File: src/rtl/syn_drv_pkg.sv
// Shared types and arithmetic helpers for the synaptic current driver.
// Helpers work on int so they serve any current width up to 31 bits.
package syn_drv_pkg;

    typedef enum logic [1:0] {
        IDLE  = 2'd0,
        DECAY = 2'd1,
        ACCUM = 2'd2,
        DONE  = 2'd3
    } state_t;

    // Signed add clamped to the range of a width-bit two's complement value.
    function automatic int sat_add(input int a, input int b, input int width);
        int hi;
        int lo;
        int sum;
        hi  = (1 << (width - 1)) - 1;
        lo  = -(1 << (width - 1));
        sum = a + b;
        if (sum > hi) return hi;
        if (sum < lo) return lo;
        return sum;
    endfunction

    // One leak step; small positive values step down by one so the current reaches exactly zero.
    function automatic int leak(input int acc, input int shift);
        int d;
        d = acc >>> shift;
        if (d == 0 && acc > 0) return acc - 1;
        return acc - d;
    endfunction

endpackage

File: src/rtl/syn_current_driver_weight_rf.sv
// N_IN x W_W synaptic weight register file: one synchronous write port, one
// combinational read port, all entries cleared by reset.
module syn_weight_rf
    import syn_drv_pkg::*;
#(
    parameter int N_IN = 8,
    parameter int W_W  = 8,
    parameter int A_W  = 3
) (
    input  logic           clk,
    input  logic           rst,
    input  logic           we,
    input  logic [A_W-1:0] waddr,
    input  logic [W_W-1:0] wdata,
    input  logic [A_W-1:0] raddr,
    output logic [W_W-1:0] rdata
);

    logic [W_W-1:0] mem [N_IN];

    always_ff @(posedge clk) begin
        if (rst) begin
            for (int k = 0; k < N_IN; k++) mem[k] <= '0;
        end else if (we && (int'(waddr) < N_IN)) begin
            mem[waddr] <= wdata;
        end
    end

    assign rdata = mem[raddr];

endmodule

File: src/rtl/syn_current_driver.sv
// Leaky synaptic current integrator fed by presynaptic spike vectors; i_syn is Q8.8 nA.
// Build option SYN_SPIKE_LATCH_EN: spikes between ticks are held until the next tick.
module syn_current_driver
    import syn_drv_pkg::*;
#(
    parameter int N_IN      = 8,
    parameter int W_W       = 8,
    parameter int I_W       = 16,
    parameter int TAU_SHIFT = 4,
    localparam int A_W      = (N_IN > 1) ? $clog2(N_IN) : 1
) (
    input  logic                  clk,
    input  logic                  rst,
    input  logic                  tick,
    input  logic [N_IN-1:0]       spike_in,
    input  logic                  w_we,
    input  logic [A_W-1:0]        w_addr,
    input  logic [W_W-1:0]        w_data,
    output logic                  w_ready,
    output logic signed [I_W-1:0] i_syn,
    output logic                  i_valid,
    output logic                  busy,
    output logic                  overrun,
    output state_t                fsm_state
);

    state_t                state;
    logic signed [I_W-1:0] acc;
    logic signed [I_W-1:0] acc_add;
    logic [N_IN-1:0]       snap;
    logic [N_IN-1:0]       spikes_now;
    logic [A_W-1:0]        idx;
    logic signed [W_W-1:0] w_rd;

    assign fsm_state = state;
    assign w_ready   = (state == IDLE);
    assign busy      = (state != IDLE);
    assign overrun   = tick && busy;

    syn_weight_rf #(.N_IN(N_IN), .W_W(W_W), .A_W(A_W)) u_rf (
        .clk   (clk),
        .rst   (rst),
        .we    (w_we && w_ready),
        .waddr (w_addr),
        .wdata (w_data),
        .raddr (idx),
        .rdata (w_rd)
    );

`ifdef SYN_SPIKE_LATCH_EN
    logic [N_IN-1:0] pending;

    // The snapshot consumes everything seen so far, including this cycle's spikes.
    always_ff @(posedge clk) begin
        if (rst) pending <= '0;
        else if (tick && w_ready) pending <= '0;
        else pending <= pending | spike_in;
    end

    assign spikes_now = pending | spike_in;
`else
    assign spikes_now = spike_in;
`endif

    always_comb begin
        acc_add = acc;
        if (snap[idx]) acc_add = I_W'(sat_add(int'(acc), int'(w_rd), I_W));
    end

    always_ff @(posedge clk) begin
        if (rst) begin
            state   <= IDLE;
            acc     <= '0;
            i_syn   <= '0;
            i_valid <= 1'b0;
            snap    <= '0;
            idx     <= '0;
        end else begin
            i_valid <= 1'b0;
            case (state)
                IDLE: begin
                    if (tick) begin
                        snap  <= spikes_now;
                        idx   <= '0;
                        state <= DECAY;
                    end
                end
                DECAY: begin
                    acc   <= I_W'(leak(int'(acc), TAU_SHIFT));
                    state <= ACCUM;
                end
                ACCUM: begin
                    acc <= acc_add;
                    // Publish on the last add so i_syn and i_valid appear together in DONE.
                    if (idx == A_W'(N_IN - 1)) begin
                        i_syn   <= acc_add;
                        i_valid <= 1'b1;
                        state   <= DONE;
                    end else begin
                        idx <= idx + A_W'(1);
                    end
                end
                DONE:    state <= IDLE;
                default: state <= IDLE;
            endcase
        end
    end

endmodule

File: config.mk
export PLATFORM = sky130hd
export DESIGN_NAME = syn_current_driver
export DESIGN_NICKNAME = d
export VERILOG_FILES = /design/src/rtl/syn_drv_pkg.sv /design/src/rtl/syn_current_driver_weight_rf.sv /design/src/rtl/syn_current_driver.sv
export SDC_FILE = /design/constraint.sdc
export NUM_CORES = 1
export LEC_CHECK = 0
export CAP_MARGIN = 25
export CORE_ASPECT_RATIO = 1.5
export CORE_UTILIZATION = 60
export CTS_BUF_LIST = sky130_fd_sc_hd__clkbuf_8
export DETAILED_ROUTE_END_ITERATION = 6
export DONT_BUFFER_PORTS = 1
export PLACE_DENSITY = 0.87
export RECOVER_POWER = 25
export REMOVE_ABC_BUFFERS = 1
export SLEW_MARGIN = 10
export SYNTH_ARGS = -nofsm -noshare
export SYNTH_HDL_FRONTEND = slang
export SYNTH_SLANG_ARGS = --single-unit
File: constraint.sdc
create_clock -name clk -period 4.3 [get_ports clk]
set_input_delay 0.645 -clock clk [delete_from_list [all_inputs] [get_ports clk]]
set_output_delay 0.645 -clock clk [all_outputs]
set_load 0.005 [all_outputs]
Yosys cells after proc, flatten, opt, wreduce, memory -nomap -nowiden

Memory sizes are Yosys's and may differ from the RTL's. A register that Yosys moved wholly into a read port is not among the register bits.
Cells that the tools add are included.

Register bits: 46
Memory bits (writable): 64
Logic and storage cells: 72
Memories: 1

Muxes and demuxes: 35
Equal/unequal tests: 7
Magnitude comparators: 4
Reductions and logical operators: 14
Add/subtract/negate cells: 4
Bitwise logic cells: 1

Memories:

| memory   | depth | width | rd ports | clocked after memory_dff | wr ports | RTL line                           | RTL |
|---|---|---|---|---|---|---|---|
| u_rf.mem | 8     | 8     | 1        | 1                        | 8        | syn_current_driver_weight_rf.sv:19 | `logic [W_W-1:0] mem [N_IN];` |

Operators by type and width:

| cell                    | count |
|---|---|
| $mux W16                | 6 |
| $logic_not A32 Y1       | 1 |
| $pmux W16 S2            | 1 |
| $add A16 B8 Y17         | 1 |
| $gt A17 B16 Y1 const B  | 1 |
| $lt A17 B16 Y1 const B  | 1 |
| $gt A16 B1 Y1 const B   | 1 |
| $mux W1                 | 16 |
| $sub A16 B12 Y16        | 1 |
| $sub A16 B2 Y16 const B | 1 |
| $mux W15                | 1 |
| $mux W3                 | 5 |
| $mux W8                 | 1 |
| $pmux W2 S4             | 1 |
| $reduce_or A8 Y1        | 1 |
| $ne A2 B2 Y1 const B    | 3 |
| $pmux W3 S2             | 1 |
| $reduce_and A2 Y1       | 3 |
| $reduce_bool A2 Y1      | 3 |
| $eq A2 B2 Y1 const B    | 2 |
| $lt A3 B4 Y1 const B    | 1 |
| $mux W2                 | 2 |
| $add A3 B1 Y3 const B   | 1 |
| $bmux W1 S3             | 1 |
| other kinds (7)         | 9 |

Longest topological paths before layout

Depth after elaboration: 10
Gate-level depth with buffers: 16
Depth with buffers taken out: 16

Hierarchy

From an unflattened synthesis, not the netlist that was laid out.

Cells, all modules: 698
Area, all modules: 6907.9 um^2

By module, submodules not included:

| module             | area an instance (um^2) | times used | cells each |
|---|---|---|---|
| syn_current_driver | 3928.8                  | 1          | 505 |
| syn_weight_rf      | 2979.1                  | 1          | 193 |

Worst setup path after synthesis

No wires, ideal clock.

Kind: register to register
Start: register with a tool-made name
End: register acc[13]
Arrival: 4020 ps
Cell stages (with the launch flop): 16
Slack: 161 ps
Library setup time: 119 ps
Cells stage by stage: dfxtp_1 > clkbuf_1 > buf_2 > mux4_2 > mux2_2 > ha_1 > fa_1 > a211o_1 > a2111o_1 > nand2_1 > o32ai_4 > nand3_2 > buf_4 > o31a_1 > o31ai_2 > o221a_1

RTL lines:

| what                   | RTL line                 | RTL |
|---|---|---|
| end signal: assignment | syn_current_driver.sv:89 | `acc <= I_W'(leak(int'(acc), TAU_SHIFT));` |
| end: declaration       | syn_current_driver.sv:28 | `logic signed [I_W-1:0] acc;` |

==> run_summary.xml <==
<?xml version="1.0" encoding="UTF-8"?>
<metrics>
  <group name="floorplanning">
    <metric name="floorplan.die.width" unit="microns">89.3</metric>
    <metric name="io-pin-count" unit="">45</metric>
    <metric name="core" unit="sq um">11100</metric>
    <metric name="initial_utilization" unit="%">62.1</metric>
    <metric name="dieArea" unit="sq um">11900</metric>
    <metric name="die_outline_height" unit="microns">133</metric>
    <metric name="num_rows" unit="">47</metric>
  </group>
  <group name="finish">
    <metric name="layout.filler_cells" unit="">866</metric>
    <metric name="areaGrowthSynthToFinish" unit="%">6.91</metric>
    <metric name="drive_above_1_share" unit="%">15.2</metric>
    <metric name="antennaDiodeCount" unit="">0</metric>
    <metric name="nNetsFinal" unit="">721</metric>
  </group>
  <group name="global_route">
    <metric name="grt_use_total" unit="%">29.3</metric>
    <metric name="grt_overflow" unit="">0</metric>
    <metric name="grt_pass1_wl" unit="microns">25700</metric>
    <metric name="initial_antenna_violation_count" unit="">0</metric>
    <metric name="grt_start_max_net_pins" unit="">63</metric>
    <metric name="first_global_vias" unit="">5253</metric>
  </group>
  <group name="logic_synthesis">
    <metric name="combinational_family_with_the_most_area_after_synthesis" unit="">simple AND/OR/NAND/NOR gates</metric>
    <metric name="synth.avg_cell_area" unit="sq um">10.4</metric>
    <metric name="synth_seq_area_share" unit="%">42.3</metric>
    <metric name="synth_simple_gate_area_share" unit="%">18.1</metric>
    <metric name="synth-adder-area-share" unit="%">7.46</metric>
    <metric name="ys_dominant_reg_cell" unit="">edfxtp_1</metric>
    <metric name="synthesized_flop_and_latch_total" unit="">113</metric>
    <metric name="synth.area.mux_share" unit="%">7.71</metric>
    <metric name="mappedNetlistArea" unit="sq um">6860</metric>
    <metric name="synthCells" unit="">662</metric>
    <metric name="yosysWarnings" unit="">0</metric>
    <metric name="ys_async_sr_fraction" unit="%">0</metric>
    <metric name="synth-compound-area-share" unit="%">18.1</metric>
    <metric name="yosys.cell_types.count" unit="">79</metric>
    <metric name="synthXorXnorAreaFrac" unit="%">2.92</metric>
    <metric name="post_synth_edffs" unit="">64</metric>
  </group>
  <group name="routing">
    <metric name="detail_route.first_pass.iterations" unit="">5</metric>
    <metric name="totalWireLength" unit="microns">16000</metric>
    <metric name="num_vias" unit="">5172</metric>
    <metric name="final_antenna_net_count" unit="">0</metric>
    <metric name="post-route-drc-count" unit="">0</metric>
    <metric name="wire_per_inst" unit="microns">19.5</metric>
    <metric name="detail_route.iter0.violations" unit="">292</metric>
    <metric name="routed_via_density" unit="">6.31</metric>
  </group>
  <group name="timing">
    <metric name="clock.fmax" unit="GHz">0.244</metric>
    <metric name="rsz0062_at_grt" unit="">no</metric>
    <metric name="drv_slew" unit="">0</metric>
    <metric name="worst_clock_skew" unit="ps">10.0</metric>
    <metric name="fin_tns_setup" unit="ps">0</metric>
    <metric name="shortest_period_the_worst_path_allows" unit="ps">4100</metric>
    <metric name="final_min_period_over_clock_period" unit="%">95.3</metric>
    <metric name="worst-slew-pin-transition" unit="ps">967</metric>
    <metric name="timing_hold_violations_final" unit="">0</metric>
    <metric name="hold_ws" unit="ps">295</metric>
    <metric name="timing.slew.headroom" unit="%">35.5</metric>
    <metric name="setup_viol_count_final" unit="">0</metric>
  </group>
  <group name="critical_path">
    <metric name="critical_path.slowest_cell" unit="">dfxtp_1</metric>
    <metric name="setup.worst_path.start_class" unit="">flop</metric>
    <metric name="crit_path_cell_trace" unit="">buf_4 -&gt; mux4_2 -&gt; mux2_2 -&gt; ha_1 -&gt; a2111oi_0 -&gt; o21ai_1 -&gt; nand2_2 -&gt; o311a_4 -&gt; nand3_2 -&gt; a211o_1 -&gt; a31o_1 -&gt; a211oi_2</metric>
    <metric name="crit_path_max_fanout" unit="">11</metric>
    <metric name="worst-endpoint-required" unit="ps">4660</metric>
    <metric name="worst-setup-path-type" unit="">flop to flop</metric>
    <metric name="end_kind" unit="">flop</metric>
    <metric name="cpPeakStageDelay" unit="ps">640</metric>
    <metric name="critical_path_arrival" unit="ps">4460</metric>
  </group>
  <group name="clock_tree">
    <metric name="cts_hold_repair.buffers" unit="">0</metric>
    <metric name="cts.root.buffer_cell" unit="">clkbuf_8</metric>
    <metric name="cts_num_sinks" unit="">113</metric>
    <metric name="numCtsBuffers" unit="">17</metric>
    <metric name="clkTransAtPathRegs" unit="ps">70</metric>
    <metric name="clock_insertion_delay_worst_skew" unit="ps">450</metric>
    <metric name="clock_tree_from_tritoncts" unit="">done</metric>
    <metric name="cts_buffer_depth" unit="">2</metric>
    <metric name="htree_levels" unit="">4</metric>
  </group>
  <group name="pwr">
    <metric name="p_per_cell_area" unit="nW/um^2">629</metric>
    <metric name="ir_drop_worst_case_vdd" unit="uV">271</metric>
    <metric name="total_leakage_power" unit="nW">2.77</metric>
  </group>
  <group name="placed_design">
    <metric name="portBuffers" unit="">0</metric>
    <metric name="place_congestion" unit="">0.912</metric>
    <metric name="detailedPlacementHpwl" unit="microns">12200</metric>
  </group>
  <group name="min_path">
    <metric name="path_type_of_the_worst_min_delay_path" unit="">input pin to flop</metric>
  </group>
  <group name="outcome">
    <metric name="outcome" unit="">complete, no violations</metric>
  </group>
  <group name="run">
    <metric name="drv_cap" unit="">0</metric>
  </group>
</metrics>
-- cell type report --
type / instances / area, sq um / area share (%)
clock buffers: 17 / 234 / 3.19
clock inverters: 15 / 121 / 1.65
inverters: 22 / 82.6 / 1.13
repair buffers: 10 / 67.6 / 0.921
flip-flops and latches: 113 / 2900 / 39.6
well taps: 147 / 184 / 2.51
multi-input cells: 496 / 3740 / 51.0
-- power breakdown --
group          internal (mW)  switching (mW)  leakage (nW)
sequential              1.25           0.114          1.06
clock                  0.448           0.467         0.172
combinational          0.965            1.37          1.53
-- layout by cell type (no fill, tap or decap), drive strengths merged, types with 3 or more instances in the layout --
master and n:
or2 13, o31ai 5, ha 36, xor2 8, nand2b 10, mux4 18, a211oi 17, clkinvlp 5
a31oi 7, o21ai 25, and2 69, mux2 8, dfxtp 49, nand3 16, clkbuf 19, a311oi 3
a21o 11, edfxtp 64, a211o 4, nor2b 6, a21oi 51, nand3b 3, o21bai 4, buf 8
xnor2 14, a2111o 3, o41ai 3, o211ai 6, clkinv 7, mux2i 3, nor2 49, o21a 11
nand2 45, inv 24, nor4 3, nor3 13, a2111oi 6
-- path summary, 6_finish.rpt --
path,slack (ps),startpoint,cells after the start,to
min reg2reg,450,snap[7],2,snap[7]
max,200,flop,12,acc[4]
min,300,rst,1,flop
max reg2reg,200,flop,12,acc[4]
-- state kept, by name, summed over array words and instances, names as in the netlist, named ones only --
name       flops
acc           16
i_syn         16
idx            3
fsm_state      2
i_valid        1
snap           8
u_rf.mem      64
-- synth_stat cells, types with 8 or more instances --
master	n	share of area (%)
nand3_1	15	1.1
a211oi_1	15	1.6
and2_1	69	6.3
or2_2	11	1.0
nor3_1	12	0.88
xnor2_1	13	1.7
a21oi_1	49	3.6
o21ai_0	11	0.80
xor2_1	8	1.0
nand2b_1	10	0.91
o21ai_1	13	0.95
ha_1	36	6.6
dfxtp_1	49	14
mux2_2	8	1.3
edfxtp_1	64	28
a21o_1	10	1.1
nand2_1	44	2.4
mux4_2	18	5.9
clkbuf_1	17	0.93
o21a_1	11	1.2
nor2_1	48	2.6
inv_1	21	1.1
-- critical path: cells and delay by family (launching register included) --
kind / cells / cell delay, ps
muxes: 2 / 590
and+or+nand+nor: 2 / 460
buffers and inverters: 1 / 250
adders and majority gates: 1 / 370
AOI/OAI and AO/OA: 6 / 1710
DFF: 1 / 640
-- layer usage --
metal  routed length, microns  GRT usage, %  vias up
li1                         -             -     2453
met1                     5920          31.0     2466
met2                     8390          49.1      183
met3                      680          7.11       70
met4                     1030          21.3        0
met5                        0             0        -
-- metrics by stage --
stage          cell area, sq um  utilization (%)  total power, mW  worst slack (ps)  std cells
2_1_floorplan              6710                -             3.14               155        631
3_3_place_gp               6970             63.1             3.60               202        787
3_5_place_dp               6970             63.1             3.67              89.5        787
4_1_cts                    7330             66.3             4.59              61.3        819
5_1_grt                    7330             66.3             4.90              12.4        820
6_report                   7330             66.3             4.61               201        820
-- repair_timing --
action | CTS | global route
endpoints found under the setup margin | 0 | 15
buffers inserted | 0 | 1
gates resized for setup | 0 | 2
-- cell families after synthesis --
logic type                 count (synthesis)
buffers and inverters                     53
xor gates and xnor gates                  22
muxes                                     29
and+or+nand+nor                          236
adders and majority gates                 40
AOI/OAI and AO/OA                        169
DFF                                      113
No activity file was read; power rests on OpenSTA's default activity.
